--- config.mk ---
export PLATFORM = sky130hd
export DESIGN_NAME = mant_norm_reg_flat
export DESIGN_NICKNAME = d
export VERILOG_FILES = /design/src/rtl/mant_norm_reg_if.sv /design/src/rtl/mant_norm_reg.sv /design/src/flat_wrapper.sv
export SDC_FILE = /design/constraint.sdc
export NUM_CORES = 1
export LEC_CHECK = 0
export BUFFER_PORTS_ARGS = -buffer_cell sky130_fd_sc_hd__clkbuf_2
export CORE_UTILIZATION = 43
export CTS_CLUSTER_DIAMETER = 60
export DETAILED_ROUTE_END_ITERATION = 10
export GPL_TIMING_DRIVEN = 0
export PLACE_DENSITY = 0.74
export SLEW_MARGIN = 20
export SYNTH_ARGS = -nofsm -noshare
export SYNTH_HDL_FRONTEND = slang
export SYNTH_SLANG_ARGS = --single-unit
export TNS_END_PERCENT = 1
--- constraint.sdc ---
create_clock -name clk -period 1.15 [get_ports clk]
set_input_delay 0 -clock clk [delete_from_list [all_inputs] [get_ports clk]]
set_output_delay 0 -clock clk [all_outputs]
set_load 0.1 [all_outputs]
--- src/rtl/mant_norm_reg_if.sv ---
// mant_norm_reg_if: control, data and status bundle of the mantissa normalising register
interface mant_norm_reg_if #(
  parameter int WIDTH = 24,
  parameter int CNT_W = 5
);
  logic             ld;
  logic [WIDTH-1:0] in;
  logic             shl;
  logic             sin;
  logic             start_norm;
  logic [WIDTH-1:0] out;
  logic [CNT_W-1:0] shcnt;
  logic             busy;
  logic             done;
  logic             zero;
  modport master (output ld, in, shl, sin, start_norm, input out, shcnt, busy, done, zero);
  modport slave (input ld, in, shl, sin, start_norm, output out, shcnt, busy, done, zero);
endinterface

--- src/rtl/mant_norm_reg.sv ---
// mant_norm_reg: mantissa register with load, serial shift-left and leading-zero normalisation
module mant_norm_reg #(
  parameter int WIDTH = 24,
  parameter int CNT_W = 5
) (
  input logic clk,
  input logic rst,
  mant_norm_reg_if.slave bus
);
  typedef enum logic {IDLE, NORM} state_t;
  state_t           state, state_n;
  logic [WIDTH-1:0] r, r_n;
  logic [CNT_W-1:0] cnt, cnt_n;
  logic             busy_r, done_r, done_n;
  always_comb begin
    state_n = state;
    r_n     = r;
    cnt_n   = cnt;
    done_n  = 1'b0;
    if (state == IDLE) begin
      if (bus.ld) begin
        r_n   = bus.in;
        cnt_n = '0;
      end else if (bus.start_norm) begin
        cnt_n = '0;
        // zero or already-normal operands finish without entering NORM
        if (r == '0 || r[WIDTH-1]) done_n = 1'b1;
        else state_n = NORM;
      end else if (bus.shl) begin
        r_n = {r[WIDTH-2:0], bus.sin};
      end
    end else if (bus.ld) begin
      r_n     = bus.in;
      cnt_n   = '0;
      state_n = IDLE;
    end else begin
      r_n   = r << 1;
      cnt_n = cnt + 1'b1;
      if (r[WIDTH-2]) begin
        state_n = IDLE;
        done_n  = 1'b1;
      end
    end
  end
  always_ff @(posedge clk or posedge rst) begin
    if (rst) begin
      state  <= IDLE;
      r      <= '0;
      cnt    <= '0;
      busy_r <= 1'b0;
      done_r <= 1'b0;
    end else begin
      state  <= state_n;
      r      <= r_n;
      cnt    <= cnt_n;
      busy_r <= state_n == NORM;
      done_r <= done_n;
    end
  end
  assign bus.out   = r;
  assign bus.shcnt = cnt;
  assign bus.busy  = busy_r;
  assign bus.done  = done_r;
  assign bus.zero  = r == '0;
endmodule

--- src/flat_wrapper.sv ---
// flat-port wrapper written by rule: the top's interface ports become plain ports
module mant_norm_reg_flat 
#(
  parameter int WIDTH = 24,
  parameter int CNT_W = 5
)
  (clk, rst, bus_ld, bus_in, bus_shl, bus_sin, bus_start_norm, bus_out, bus_shcnt, bus_busy, bus_done, bus_zero);
  mant_norm_reg_if #(.WIDTH(WIDTH), .CNT_W(CNT_W)) bus_i ();
  input logic clk;
  input logic rst;
  input wire logic [$bits(bus_i.ld)-1:0] bus_ld;
  input wire logic [$bits(bus_i.in)-1:0] bus_in;
  input wire logic [$bits(bus_i.shl)-1:0] bus_shl;
  input wire logic [$bits(bus_i.sin)-1:0] bus_sin;
  input wire logic [$bits(bus_i.start_norm)-1:0] bus_start_norm;
  output wire logic [$bits(bus_i.out)-1:0] bus_out;
  output wire logic [$bits(bus_i.shcnt)-1:0] bus_shcnt;
  output wire logic [$bits(bus_i.busy)-1:0] bus_busy;
  output wire logic [$bits(bus_i.done)-1:0] bus_done;
  output wire logic [$bits(bus_i.zero)-1:0] bus_zero;
  assign bus_i.ld = bus_ld;
  assign bus_i.in = bus_in;
  assign bus_i.shl = bus_shl;
  assign bus_i.sin = bus_sin;
  assign bus_i.start_norm = bus_start_norm;
  assign bus_out = bus_i.out;
  assign bus_shcnt = bus_i.shcnt;
  assign bus_busy = bus_i.busy;
  assign bus_done = bus_i.done;
  assign bus_zero = bus_i.zero;
  mant_norm_reg #(.WIDTH(WIDTH), .CNT_W(CNT_W)) u_core (.clk(clk), .rst(rst), .bus(bus_i));
endmodule
==> parameters.txt <==
Parameter                              Value

Timing
  Tightest Pin Transition ... 0.644 ns
  Number of hold violations in the final report ... 0
  Achievable frequency ... 0.623 GHz
  Worst Skew ... 0.00173 ns
  Clock period minus final worst setup slack ... 1.61 ns
  Final period util ... 140%
  Headroom to the max-slew limit ... 57.0%
  Final-report setup violation count ... 28
  Unrepaired setup endpoints after global routing ... yes
  Setup ws final ... -0.456 ns
  Max-slew violation total from the final report ... 0

Place
  Buffers on Ports ... 61
  Detailed-placement wirelength estimate ... 2650 um
  Routability congestion estimate from global placement ... 0.739

Logic synthesis
  Synthesized netlist cell count ... 149
  Net Count, Synth ... 180
  Post-synth EDFFs ... 0
  Most common flop cell mapped by yosys ... dfrtp_1
  Number of warning messages in the yosys log ... 0
  Count of distinct cell types in the synthesized netlist ... 28
  Post-synth design cell area ... 1640 um^2
  Synth async-reset ratio ... 100%
  Mean cell area of the mapped netlist ... 11.0 um^2
  Sequential share of the synthesized area ... 47.4%
  FF+latch count, synth ... 31

Finish
  Final Core Density ... 63.4%
  Leading cell types in the layout, fill and taps excluded ... 30 x clkbuf_2, 28 x nor2_1, 24 x mux2i_1
  Most common cell after layout, fill and taps aside ... clkbuf_2
  Share of post-route cells with drive strength above 1 ... 59.9%
  Area added between synthesis and finish ... 41.7%
  Layout net count ... 252
  Number of antenna repair diodes ... 0

Critical path
  Arr. time, crit path ... 1.61 ns
  Startpoint type of the worst setup path ... flip-flop
  Reg-to-reg setup timing slack ... -0.27 ns
  Number of cells on the worst reg-to-reg path ... 5
  Reg-to-Reg End ... u_core.bus.done$_DFF_PP0_
  Worst Path Max Fanout ... 2
  Crit path max-delay cell type ... dfrtp_4
  FF-to-FF Start ... u_core.bus.out[7]$_DFFE_PP0P_
  Critical Path Sink Type ... output port
  Class of the most critical setup path ... reg2out
  Largest stage delay on the critical path ... 0.49 ns
  CP Cell Sequence ... nor4_4 > nand4_1 > nor2_4 > clkbuf_16
  Required time at the worst-slack endpoint ... 1.15 ns

Floorplanning
  Width of the chip ... 63.7 um
  Die Span Y ... 63.7 um
  Area of the core ... 3660 um^2
  Starting Density ... 44.7%
  Core Rows ... 22
  Die area ... 4060 um^2
  Count of pins on the block boundary ... 62

Clock tree
  TritonCTS clock tree ... done
  CTS H-Tree Depth ... 2
  CTS Buf Count ... 5
  Clk Latency, worst-skew pair ... 0.27 ns
  Clock buffer depth ... 2
  Total number of clock tree sinks ... 31
  Clock-pin transition on the worst setup and hold timing paths ... 0.06 ns
  Cell at the root of the clock tree ... clkbuf_8

Job
  # Max-Cap Violations ... 0

Hold path
  Min-Delay Endpoint ... u_core.bus.out[3]$_DFFE_PP0P_
  Worst min-delay path startpoint ... bus_in[3]
  Hold path cells ... 3
  Worst Hold Class ... in2reg

Power
  Largest vdd supply drop ... 1.01 mV
  Combinational cell fraction of total power ... 47.1%
  Power density over the cells ... 1910 nW/um^2
  Static leakage ... 1.04 nW
  Part of the total power dissipated in the clock network ... 18.0%
  Net switching component of the power ... 0.00222 W
  Power Internal ... 0.00222 W
  Sequential Power Share ... 34.9%
  Final Total Pwr ... 0.00444 W
  Switching Share ... 50.0%

Global route
  First-pass GRT wire length ... 5930 um
  Global route overflow ... 0
  Vias in the first global route ... 1264
  Antenna violations before repair ... 0
  GRT Overall Usage ... 19.4%
  Pin count of the biggest net entering global routing ... 32

Detailed routing
  Total wire length after detailed routing ... 3680 um
  Detailed router's first-iteration violation count ... 66
  Total iterations of the first detailed-routing run ... 4
  Remaining design rule violation count ... 0
  Remaining number of nets flagged by the antenna check after routing ... 0
  Overall via count from detail_route ... 1356
  Post-DR vias/cell ... 5.02
  Post-detailed-route wirelength per cell ... 13.6 um

Run status
  Result of the run ... finished, violations left
  Violations in the final reports ... setup timing
cell families after synthesis:
| family | after synthesis | share of synthesized area, % |
|---|---|---|
| AO/OA/AOI/OAI | 33 | 16.3 |
| XOR/XNOR | 2 | 1.07 |
| adder cells (fa/ha/maj) | 1 | 0.764 |
| buffers and inverters | 12 | 6.26 |
| flip-flops | 31 | 47.4 |
| multiplexers | 24 | 14.7 |
| AND/OR/NAND/NOR | 46 | 13.6 |
what timing repair did:
action                     CTS  global route
gates resized for setup     27            28
hold buffers                 1             0
buffers inserted             2             1
setup endpoints to repair   41            45
hold endpoints to repair    31             0
pin swaps                    3             4
registers in the layout (all words and copies together) (netlist names):
register	flops
u_core.bus.out	24
u_core.state	1
u_core.bus.done	1
u_core.bus.shcnt	5
synth_stat cells (2+ instances only):
master   instances  share of area (%)
nor4_1           5                1.9
nand3_1          2               0.61
mux2i_1         24                 15
nand4_1          2               0.76
inv_1            3               0.69
buf_6            5                3.4
dfrtp_1         31                 47
a21oi_1          5                1.5
buf_2            3               0.92
a21oi_2         20                 11
nor2_1          29                6.6
a22oi_1          4                1.8
worst max-delay path by stage:
stage | start | end | slack (ns) | cells after the start
6_report | u_core.bus.out[7]$_DFFE_PP0P_ | bus_zero | -0.46 | 4
5_1_grt | u_core.bus.out[7]$_DFFE_PP0P_ | bus_zero | -0.50 | 4
4_1_cts | u_core.bus.out[7]$_DFFE_PP0P_ | bus_zero | -0.50 | 4
3_5_place_dp | u_core.bus.out[10]$_DFFE_PP0P_ | bus_zero | -0.53 | 4
3_3_place_gp | u_core.bus.out[10]$_DFFE_PP0P_ | bus_zero | -0.51 | 4
2_1_floorplan | u_core.bus.out[10]$_DFFE_PP0P_ | u_core.bus.done$_DFF_PP0_ | -0.73 | 4
worst max-delay path, delay by kind of cell (launching register included):
family / cells / cell delay [ns]
buffers and inverters: 1 / 0.22
and+or+nand+nor: 3 / 0.62
DFF: 1 / 0.49
layout make-up:
cell class | instances | area (um^2)
multi-input cells | 106 | 821
plain buffers | 9 | 111
fillers | 310 | 1340
repair buffers | 65 | 414
well taps | 48 | 60.1
inverters | 3 | 11.3
clock buffers | 8 | 80.1
flip-flops and latches | 31 | 823
power groups by stage:
stage / Sequential [W] / Combinational [W] / Clock (W)
2_1_floorplan: 0.00272 / 0.000426 / 0
3_3_place_gp: 0.00152 / 0.00196 / 0
3_5_place_dp: 0.00153 / 0.00197 / 0
4_1_cts: 0.00153 / 0.00206 / 0.000819
5_1_grt: 0.00157 / 0.00217 / 0.000878
6_report: 0.00155 / 0.00209 / 0.000799
layer usage:
layer | wire, um | share of wire [%] | global-route usage [%] | vias to the layer above
met5 | 0 | 0 | 0 | -
met1 | 1650 | 45 | 24.7 | 647
met4 | 16 | 0.43 | 5.11 | 0
li1 | - | - | - | 669
met2 | 1860 | 50 | 31.5 | 38
met3 | 158 | 4.3 | 5.98 | 2
through the flow:
| step | area [um^2] | setup TNS [ns] | setup slack, ns | hold WS (ns) | std cells |
|---|---|---|---|---|---|
| after floorplan | 1690 | -17.93 | -0.728 | 0.102 | 149 |
| after global placement | 2060 | -3.43 | -0.513 | 0.304 | 258 |
| after detailed placement | 2060 | -3.01 | -0.526 | 0.114 | 258 |
| after CTS | 2270 | -3.30 | -0.501 | 0.0280 | 269 |
| after global routing | 2320 | -4.74 | -0.497 | 0.0351 | 270 |
| final | 2320 | -2.98 | -0.456 | 0.0236 | 270 |
No activity file was read; power rests on OpenSTA's default activity.
